### src/rtl/interleaver_commutator.sv
// Input/output commutator for a convolutional byte interleaver.
// It aligns to the transport-stream sync byte and steps a branch pointer on each accepted byte.
// It drives a one-hot shift enable to the external branch delay lines. The selected branch
// output is muxed into a registered interleaved byte stream.
//
// Ports:
//   clk          rising-edge clock
//   reset        asynchronous active-low reset
//   in_valid     in_data valid this cycle (no backpressure)
//   in_data      input byte
//   buf_en       one-hot delay-line shift enable (combinational, bit 0 always 0)
//   buf_din      byte broadcast to the delay lines (combinational, = in_data)
//   branch_dout  flattened delay-line outputs, branch k at [k*W +: W]
//   out_valid    interleaved byte valid (registered)
//   out_data     interleaved byte (registered)
//   locked       high while sync lock is held
//   sync_err     one-cycle pulse on a bad sync byte while locked
module interleaver_commutator #(
  parameter int unsigned   BRANCHES  = 12,
  parameter int unsigned   W         = 8,
  parameter int unsigned   PKT_LEN   = 204,
  parameter logic [W-1:0]  SYNC_BYTE = 8'h47,
  parameter int unsigned   MISS_MAX  = 3
) (
  input  logic                  clk,
  input  logic                  reset,
  input  logic                  in_valid,
  input  logic [W-1:0]          in_data,
  output logic [BRANCHES-1:0]   buf_en,
  output logic [W-1:0]          buf_din,
  input  logic [BRANCHES*W-1:0] branch_dout,
  output logic                  out_valid,
  output logic [W-1:0]          out_data,
  output logic                  locked,
  output logic                  sync_err
);

  localparam int unsigned PTR_W  = $clog2(BRANCHES);
  localparam int unsigned CNT_W  = $clog2(PKT_LEN);
  localparam int unsigned MISS_W = $clog2(MISS_MAX + 1);

  typedef enum logic {
    HUNT = 1'b0,
    LOCK = 1'b1
  } state_e;

  state_e              state_q, state_d;
  logic [PTR_W-1:0]    ptr_q, ptr_d;
  logic [CNT_W-1:0]    cnt_q, cnt_d;
  logic [MISS_W-1:0]   miss_q, miss_d;
  logic                out_valid_q, out_valid_d;
  logic [W-1:0]        out_data_q, out_data_d;
  logic                sync_err_q, sync_err_d;
  logic [W-1:0]        sel_dout;
  logic                ptr_last, cnt_last, cnt_zero;

  // Pre-edge output of the currently selected branch line
  assign sel_dout = branch_dout[32'(ptr_q) * W +: W];

  assign ptr_last = (ptr_q == PTR_W'(BRANCHES - 1));
  assign cnt_last = (cnt_q == CNT_W'(PKT_LEN - 1));
  assign cnt_zero = (cnt_q == '0);

  assign buf_din   = in_data;
  assign out_valid = out_valid_q;
  assign out_data  = out_data_q;
  assign locked    = (state_q == LOCK);
  assign sync_err  = sync_err_q;

  // Shift enable for the active branch; branch 0 has no delay line
  always_comb begin
    buf_en = '0;
    if (in_valid && (state_q == LOCK) && (ptr_q != '0)) begin
      buf_en[ptr_q] = 1'b1;
    end
  end

  // Next-state and registered-output logic
  always_comb begin
    state_d     = state_q;
    ptr_d       = ptr_q;
    cnt_d       = cnt_q;
    miss_d      = miss_q;
    out_valid_d = 1'b0;
    out_data_d  = out_data_q;
    sync_err_d  = 1'b0;

    case (state_q)
      HUNT: begin
        // The sync byte found here is packet byte 0 on branch 0
        if (in_valid && (in_data == SYNC_BYTE)) begin
          state_d     = LOCK;
          out_valid_d = 1'b1;
          out_data_d  = SYNC_BYTE;
          ptr_d       = PTR_W'(1);
          cnt_d       = CNT_W'(1);
          miss_d      = '0;
        end
      end
      LOCK: begin
        if (in_valid) begin
          out_valid_d = 1'b1;
          out_data_d  = (ptr_q == '0) ? in_data : sel_dout;
          ptr_d       = ptr_last ? '0 : PTR_W'(ptr_q + 1'b1);
          cnt_d       = cnt_last ? '0 : CNT_W'(cnt_q + 1'b1);
          if (cnt_zero) begin
            if (in_data == SYNC_BYTE) begin
              miss_d = '0;
            end else begin
              sync_err_d = 1'b1;
              // Lock is dropped after this byte is still output normally
              if (miss_q == MISS_W'(MISS_MAX - 1)) begin
                state_d = HUNT;
                ptr_d   = '0;
                cnt_d   = '0;
                miss_d  = '0;
              end else begin
                miss_d = MISS_W'(miss_q + 1'b1);
              end
            end
          end
        end
      end
      default: state_d = HUNT;
    endcase
  end

  // State and output registers
  always_ff @(posedge clk or negedge reset) begin
    if (!reset) begin
      state_q     <= HUNT;
      ptr_q       <= '0;
      cnt_q       <= '0;
      miss_q      <= '0;
      out_valid_q <= 1'b0;
      out_data_q  <= '0;
      sync_err_q  <= 1'b0;
    end else begin
      state_q     <= state_d;
      ptr_q       <= ptr_d;
      cnt_q       <= cnt_d;
      miss_q      <= miss_d;
      out_valid_q <= out_valid_d;
      out_data_q  <= out_data_d;
      sync_err_q  <= sync_err_d;
    end
  end

endmodule
### config.mk
export PLATFORM = sky130hd
export DESIGN_NAME = interleaver_commutator
export DESIGN_NICKNAME = d
export VERILOG_FILES = /design/src/rtl/interleaver_commutator.sv
export SDC_FILE = /design/constraint.sdc
export NUM_CORES = 1
export LEC_CHECK = 0
export BUFFER_PORTS_ARGS = -buffer_cell sky130_fd_sc_hd__buf_2
export CAP_MARGIN = 20
export CORE_MARGIN = 2
export CORE_UTILIZATION = 44
export DETAILED_ROUTE_END_ITERATION = 6
export PLACE_DENSITY = 0.8
export REMOVE_ABC_BUFFERS = 1
export SYNTH_ARGS = -nofsm -noshare
export SYNTH_HDL_FRONTEND = slang
export SYNTH_SLANG_ARGS = --single-unit
### constraint.sdc
create_clock -name clk -period 3.2 [get_ports clk]
set_clock_uncertainty 0.15 [all_clocks]
set_input_delay 0.32 -clock clk [delete_from_list [all_inputs] [get_ports clk]]
set_output_delay 0.32 -clock clk [all_outputs]
set_load 0.05 [all_outputs]
==> results of run 1 <==
==> metal layers <==
layer  GRT usage (%)  wire length [um]  vias up
met5               0                 0        -
met4            13.3               318        0
met3            1.90               367       23
met2            43.6              3680      104
met1            27.5              2570     1155
li1                -                 -     1131
==> final cells by class <==
type	instances	area share (%)
multi-input combinational	180	49.7
timing repair buffer	140	23.9
sequential	25	20.9
tap	70	2.93
clock buffer	3	1.38
inverter	7	0.880
clock inverter	1	0.251
==> report_power, final <==
group          internal [uW]  switching (uW)
Combinational            568             783
Clock                   88.8             115
Sequential               415            86.6
Total                   1070             985
==> how the worst max path moves through the flow <==
stage	to	depth (start not counted)	start
final	buf_en[9]	3	ptr_q[3]
after global routing	buf_en[9]	3	ptr_q[3]
after detailed placement	out_data[2]	7	in_data[6]
after global placement	ptr_q[2]	7	in_data[6]
after CTS	buf_en[9]	3	ptr_q[3]
after floorplan	buf_en[1]	5	ptr_q[0]
==> repair_timing <==
action,4_1_cts,5_1_grt
endpoints found under the hold margin,25,0
hold buffers,1,0
endpoints found under the setup margin,0,0
==> worst max-delay path: stages, from the launching register on <==
cell and delay (ns):
dfrtp_1 0.77, nor2b_1 0.74, and3_1 0.27, buf_2 0.26
==> kinds of logic (layout without fill, tap and decap cells) <==
| group | after synthesis | after routing |
|---|---|---|
| multiplexers | 29 | 29 |
| AND/OR/NAND/NOR | 85 | 85 |
| other | 1 | 1 |
| adder cells (fa/ha/maj) | 6 | 6 |
| flip-flops | 25 | 25 |
| AO/OA/AOI/OAI | 58 | 58 |
| buffers and inverters | 31 | 151 |
| XOR/XNOR | 1 | 1 |
==> flip-flops by register name, summed over array words and instances (netlist names) <==
register,flops
out_valid,1
miss_q,2
out_data,8
locked,1
sync_err,1
cnt_q,8
ptr_q,4
==> stage by stage <==
stage,setup TNS (ns),cells,utilization (%)
after detailed placement,0,421,58.1
final,0,426,59.2
after global routing,0,426,59.2
after CTS,0,426,59.2
after global placement,0,421,58.1
after floorplan,-0.102,212,-
==> cells in the final DEF (no fill, tap or decap), drive strengths merged, types with 5 or more instances in the layout <==
| cell type | n |
|---|---|
| nand2 | 21 |
| inv | 5 |
| o21ai | 10 |
| ha | 6 |
| mux4 | 20 |
| o22ai | 8 |
| and3 | 7 |
| and2 | 8 |
| dfrtp | 25 |
| buf | 139 |
| a21oi | 8 |
| a22o | 8 |
| nor2 | 24 |
| nand2b | 9 |
| mux2i | 8 |
==> results.json, run 1 <==
{
  "rsz0062_at_grt": "false",
  "cts_made_buffers": 3,
  "ys_top_cells_by_area": "dfrtp_1 27%, mux4_2 20%, buf_4 4.0%",
  "finalSetupViolCount": 0,
  "dp_hpwl_mm": 5.51,
  "r2r_setup_slack_ns": 0.64,
  "crit_arrival_ns": 2.33,
  "min_from": "in_valid",
  "clk_latency_ns": 0.28,
  "start_util_pct": 45.2,
  "root_buffer": "clkbuf_8",
  "fin_area_um2": 2990,
  "synth.avg_cell_area_um2": 9.65,
  "worst_setup_path_end_kind": "primary output",
  "period_needed_ns": 2.80,
  "maxCapViolations": 0,
  "fp-row-count": 26,
  "area_growth_pct": 31.1,
  "worst_pin_slew_ns": 1.06,
  "finalHoldViolCount": 0,
  "synth_compound_area_share_pct": 18.4,
  "yosysTopAreaCell": "dfrtp_1",
  "timing.final.crit_share_pct": 87.6,
  "placed_cell_area_um2": 2930,
  "slew_headroom_pct": 28.8,
  "reg2reg_depth": 5,
  "drt-pass1-iter-count": 4,
  "num_antenna_cells": 0,
  "setup_ws_ns": 0.397,
  "finalNetCount": 470,
  "synth_edf_count": 0,
  "synth_top_area_share_pct": 27.5,
  "grt_max_degree": 33,
  "core-area_um2": 5040,
  "ir_drop_mv": 0.354,
  "die_w_um": 76.0,
  "vias_per_cell": 5.66,
  "drc_errors": 0,
  "post_drt_wl_per_cell_um": 16.3,
  "dp_worst_setup_slack_ns": 0.560,
  "h-tree-depth": 1,
  "timing.hold.worst.class": "primary input to register",
  "synth_top_family_by_area": "multiplexers",
  "postSynth.asyncResetShare_pct": 100,
  "yosys.area_share.simple_pct": 19.2,
  "netlist_area_um2": 2280,
  "fmax_ghz": 0.357,
  "die_area_um2": 5770,
  "io_buffers": 136,
  "place.gp.congestion": 0.907,
  "grt_first_pass_wirelength_mm": 11.2,
  "yosysUniqueCellTypes": 45,
  "clk_pin_slew_worst_paths_ns": 0.10,
  "wl_mm": 6.94,
  "ys_dominant_reg_cell": "dfrtp_1",
  "rr_endpoint": "out_data[2]",
  "hold_end": "locked",
  "multi_input_area_um2": 1490,
  "worst-endpoint-required_ns": 2.73,
  "post_cts.repair.setup_buffers": 0,
  "clk_path_buf_depth": 2,
  "rr_startpoint": "ptr_q[3]",
  "drt_iter0_drc": 100,
  "ys.warnings.count": 0,
  "drtAntennaViolNets": 0,
  "cp_max_fo": 23,
  "seqCellArea_um2": 626,
  "synth_xor_area_share_pct": 0.384,
  "grt_pass1_vias": 2486,
  "muxShareOfSynthArea_pct": 23.8,
  "vias": 2413,
  "synth-seq-cells": 25,
  "ys_seq_area_share_pct": 27.5,
  "nFillCells": 449,
  "whs_path_depth": 2,
  "cts_resized": 0,
  "ys_top_cells_by_count": "25 x dfrtp_1, 23 x nor2_1, 21 x nand2_1",
  "whs_ns": 0.168,
  "track_usage_pct": 23.8,
  "cellLeakagePower_uw": 0.00148,
  "slew_viol_final": 0,
  "startpoint_type": "register",
  "synth_fa_ha_area_share_pct": 3.29,
  "critical_path_class": "register to primary output",
  "fin_total_pwr_uw": 2060,
  "powerDensity_nw_per_um2": 689,
  "die_y_um": 76.0,
  "antenna_found_initial": 0,
  "ios": 138,
  "yosys.cell_count.top_type": "dfrtp_1",
  "cts_tree": "done",
  "clock-sinks": 25,
  "run_status": "completed",
  "grt_overflow": 0,
  "synthCells": 236,
  "drive_above_1_share_pct": 47.2
}
No activity file was read; power rests on OpenSTA's default activity.
==> inputs of run 2 (changes only) <==
Settings changed: PLACE_DENSITY 0.8 to 0.9.
==> run 2 against run 1 <==
  * Hold slack improved by 0.0017 ns
  * Clock-buffer cell count did not move
  * Sequential power decreased by 1%
  * Global-route usage about the same
  * Design area grew 0.50%
  * Critical endpoint is now buf_en[3]
==> results.json, run 2 (synthesis results as in run 1) <==
{
  "run_status": "completed",
  "whs_path_depth": 2,
  "finalHoldViolCount": 0,
  "critical_path_class": "register to primary output",
  "die_w_um": 76.0,
  "timing.hold.worst.class": "primary input to register",
  "drtAntennaViolNets": 0,
  "worst-endpoint-required_ns": 2.73,
  "layout_common_cells": "136 x buf_2, 25 x dfrtp_1, 23 x nor2_1",
  "ir_drop_mv": 0.350,
  "cellLeakagePower_uw": 0.00149,
  "root_buffer": "clkbuf_8",
  "ios": 138,
  "crit_arrival_ns": 2.14,
  "layout_commonest_cell": "buf_2",
  "grt_pass1_vias": 2326,
  "num_antenna_cells": 0,
  "maxCapViolations": 0,
  "cts_tree": "done",
  "clk_path_buf_depth": 2,
  "timing.final.crit_share_pct": 81.6,
  "powerDensity_nw_per_um2": 688,
  "dp_worst_setup_slack_ns": 0.926,
  "finalSetupViolCount": 0,
  "drt_iter0_drc": 168,
  "h-tree-depth": 1,
  "cp_slowest_cell": "or2_2",
  "crit_cells": 6,
  "track_usage_pct": 23.8,
  "finalNetCount": 472,
  "cp_max_fo": 9,
  "setup_ws_ns": 0.588,
  "dp_hpwl_mm": 5.59,
  "vias_per_cell": 5.70,
  "period_needed_ns": 2.61,
  "wl_mm": 7.06,
  "worst_setup_path_end_kind": "primary output",
  "post_drt_wl_per_cell_um": 16.5,
  "core-area_um2": 5040,
  "clock-sinks": 25,
  "vias": 2440,
  "grt_max_degree": 33,
  "cts_made_buffers": 3,
  "reg2reg_depth": 6,
  "crit_chain": "inv_1, ha_1, or2_2, nor3_1, and2_1, buf_2",
  "slew_headroom_pct": 47.0,
  "drc_errors": 0,
  "io_buffers": 136,
  "place.gp.congestion": 0.814,
  "grt_overflow": 0,
  "fin_total_pwr_uw": 2070,
  "slew_viol_final": 0,
  "antenna_found_initial": 0,
  "cp.buffers_inverters": 2,
  "cpLargestDelayFamily": "simple AND/OR/NAND/NOR gates",
  "slowest_delay_ns": 0.40,
  "area_growth_pct": 31.7,
  "nFillCells": 444,
  "worst_pin_slew_ns": 0.793,
  "drive_above_1_share_pct": 47.5,
  "fmax_ghz": 0.383,
  "rsz0062_at_grt": "false",
  "start_util_pct": 45.2,
  "drt-pass1-iter-count": 5,
  "clk_latency_ns": 0.28,
  "die_area_um2": 5770,
  "startpoint_type": "register",
  "fp-row-count": 26,
  "die_y_um": 76.0,
  "grt_first_pass_wirelength_mm": 11.2,
  "clk_pin_slew_worst_paths_ns": 0.10,
  "cts_resized": 0,
  "post_cts.repair.setup_buffers": 0
}
run 2: changes by cell type in the layout (fill, tap and decap cells not counted):
| cell | before | now |
|---|---|---|
| buf_4 | 3 | 5 |
run 2: report_power, final:
group	leakage (uW)	internal [uW]	total, uW	switching, uW
clock network	0.0000217	88.5	200	112
registers	0.000320	415	496	81.4
logic	0.00115	571	1370	798
run 2: worst paths after layout:
path,start,end,slack (ns)
max in group asynchronous,reset,out_data[4],2.10
hold reg to reg,out_data[7],out_data[7],0.35
setup / recovery,ptr_q[0],buf_en[3],0.59
hold / removal,in_valid,locked,0.17
setup reg to reg,ptr_q[3],out_data[2],0.99
min in group asynchronous,reset,miss_q[0],0.41
run 2: per-stage QoR:
stage	std cells	setup TNS [ns]	hold WS, ns	utilization, %	instance area [um2]
floorplan	212	-0.102	-0.126	-	2140
global placement	423	0	0.194	58.4	2940
detailed placement	423	0	0.197	58.4	2940
CTS	428	0	0.168	59.5	3000
global route	428	0	0.184	59.5	3000
finish	428	0	0.170	59.5	3000
run 2: layer usage:
metal,GRT usage [%],vias up,share of wire [%]
met4,4.18,0,0.91
met3,3.93,10,8.6
met5,0,-,0
li1,-,1132,-
met1,31.7,1158,39
met2,41.6,140,51
run 2: final cells by class:
class                   instances  area, um2  share of cell area [%]
clock buffers                   3       41.3                    1.38
clock inverters                 1       7.51                   0.250
inverters                       7       26.3                   0.875
multi-input cells             180       1490                    49.5
flip-flops and latches         25        626                    20.8
well taps                      70       87.6                    2.92
repair buffers                142        728                    24.3
run 2: what timing repair did:
action / CTS / global route
hold endpoints to repair: 25 / 0
setup endpoints to repair: 0 / 0
hold buffers: 1 / 0
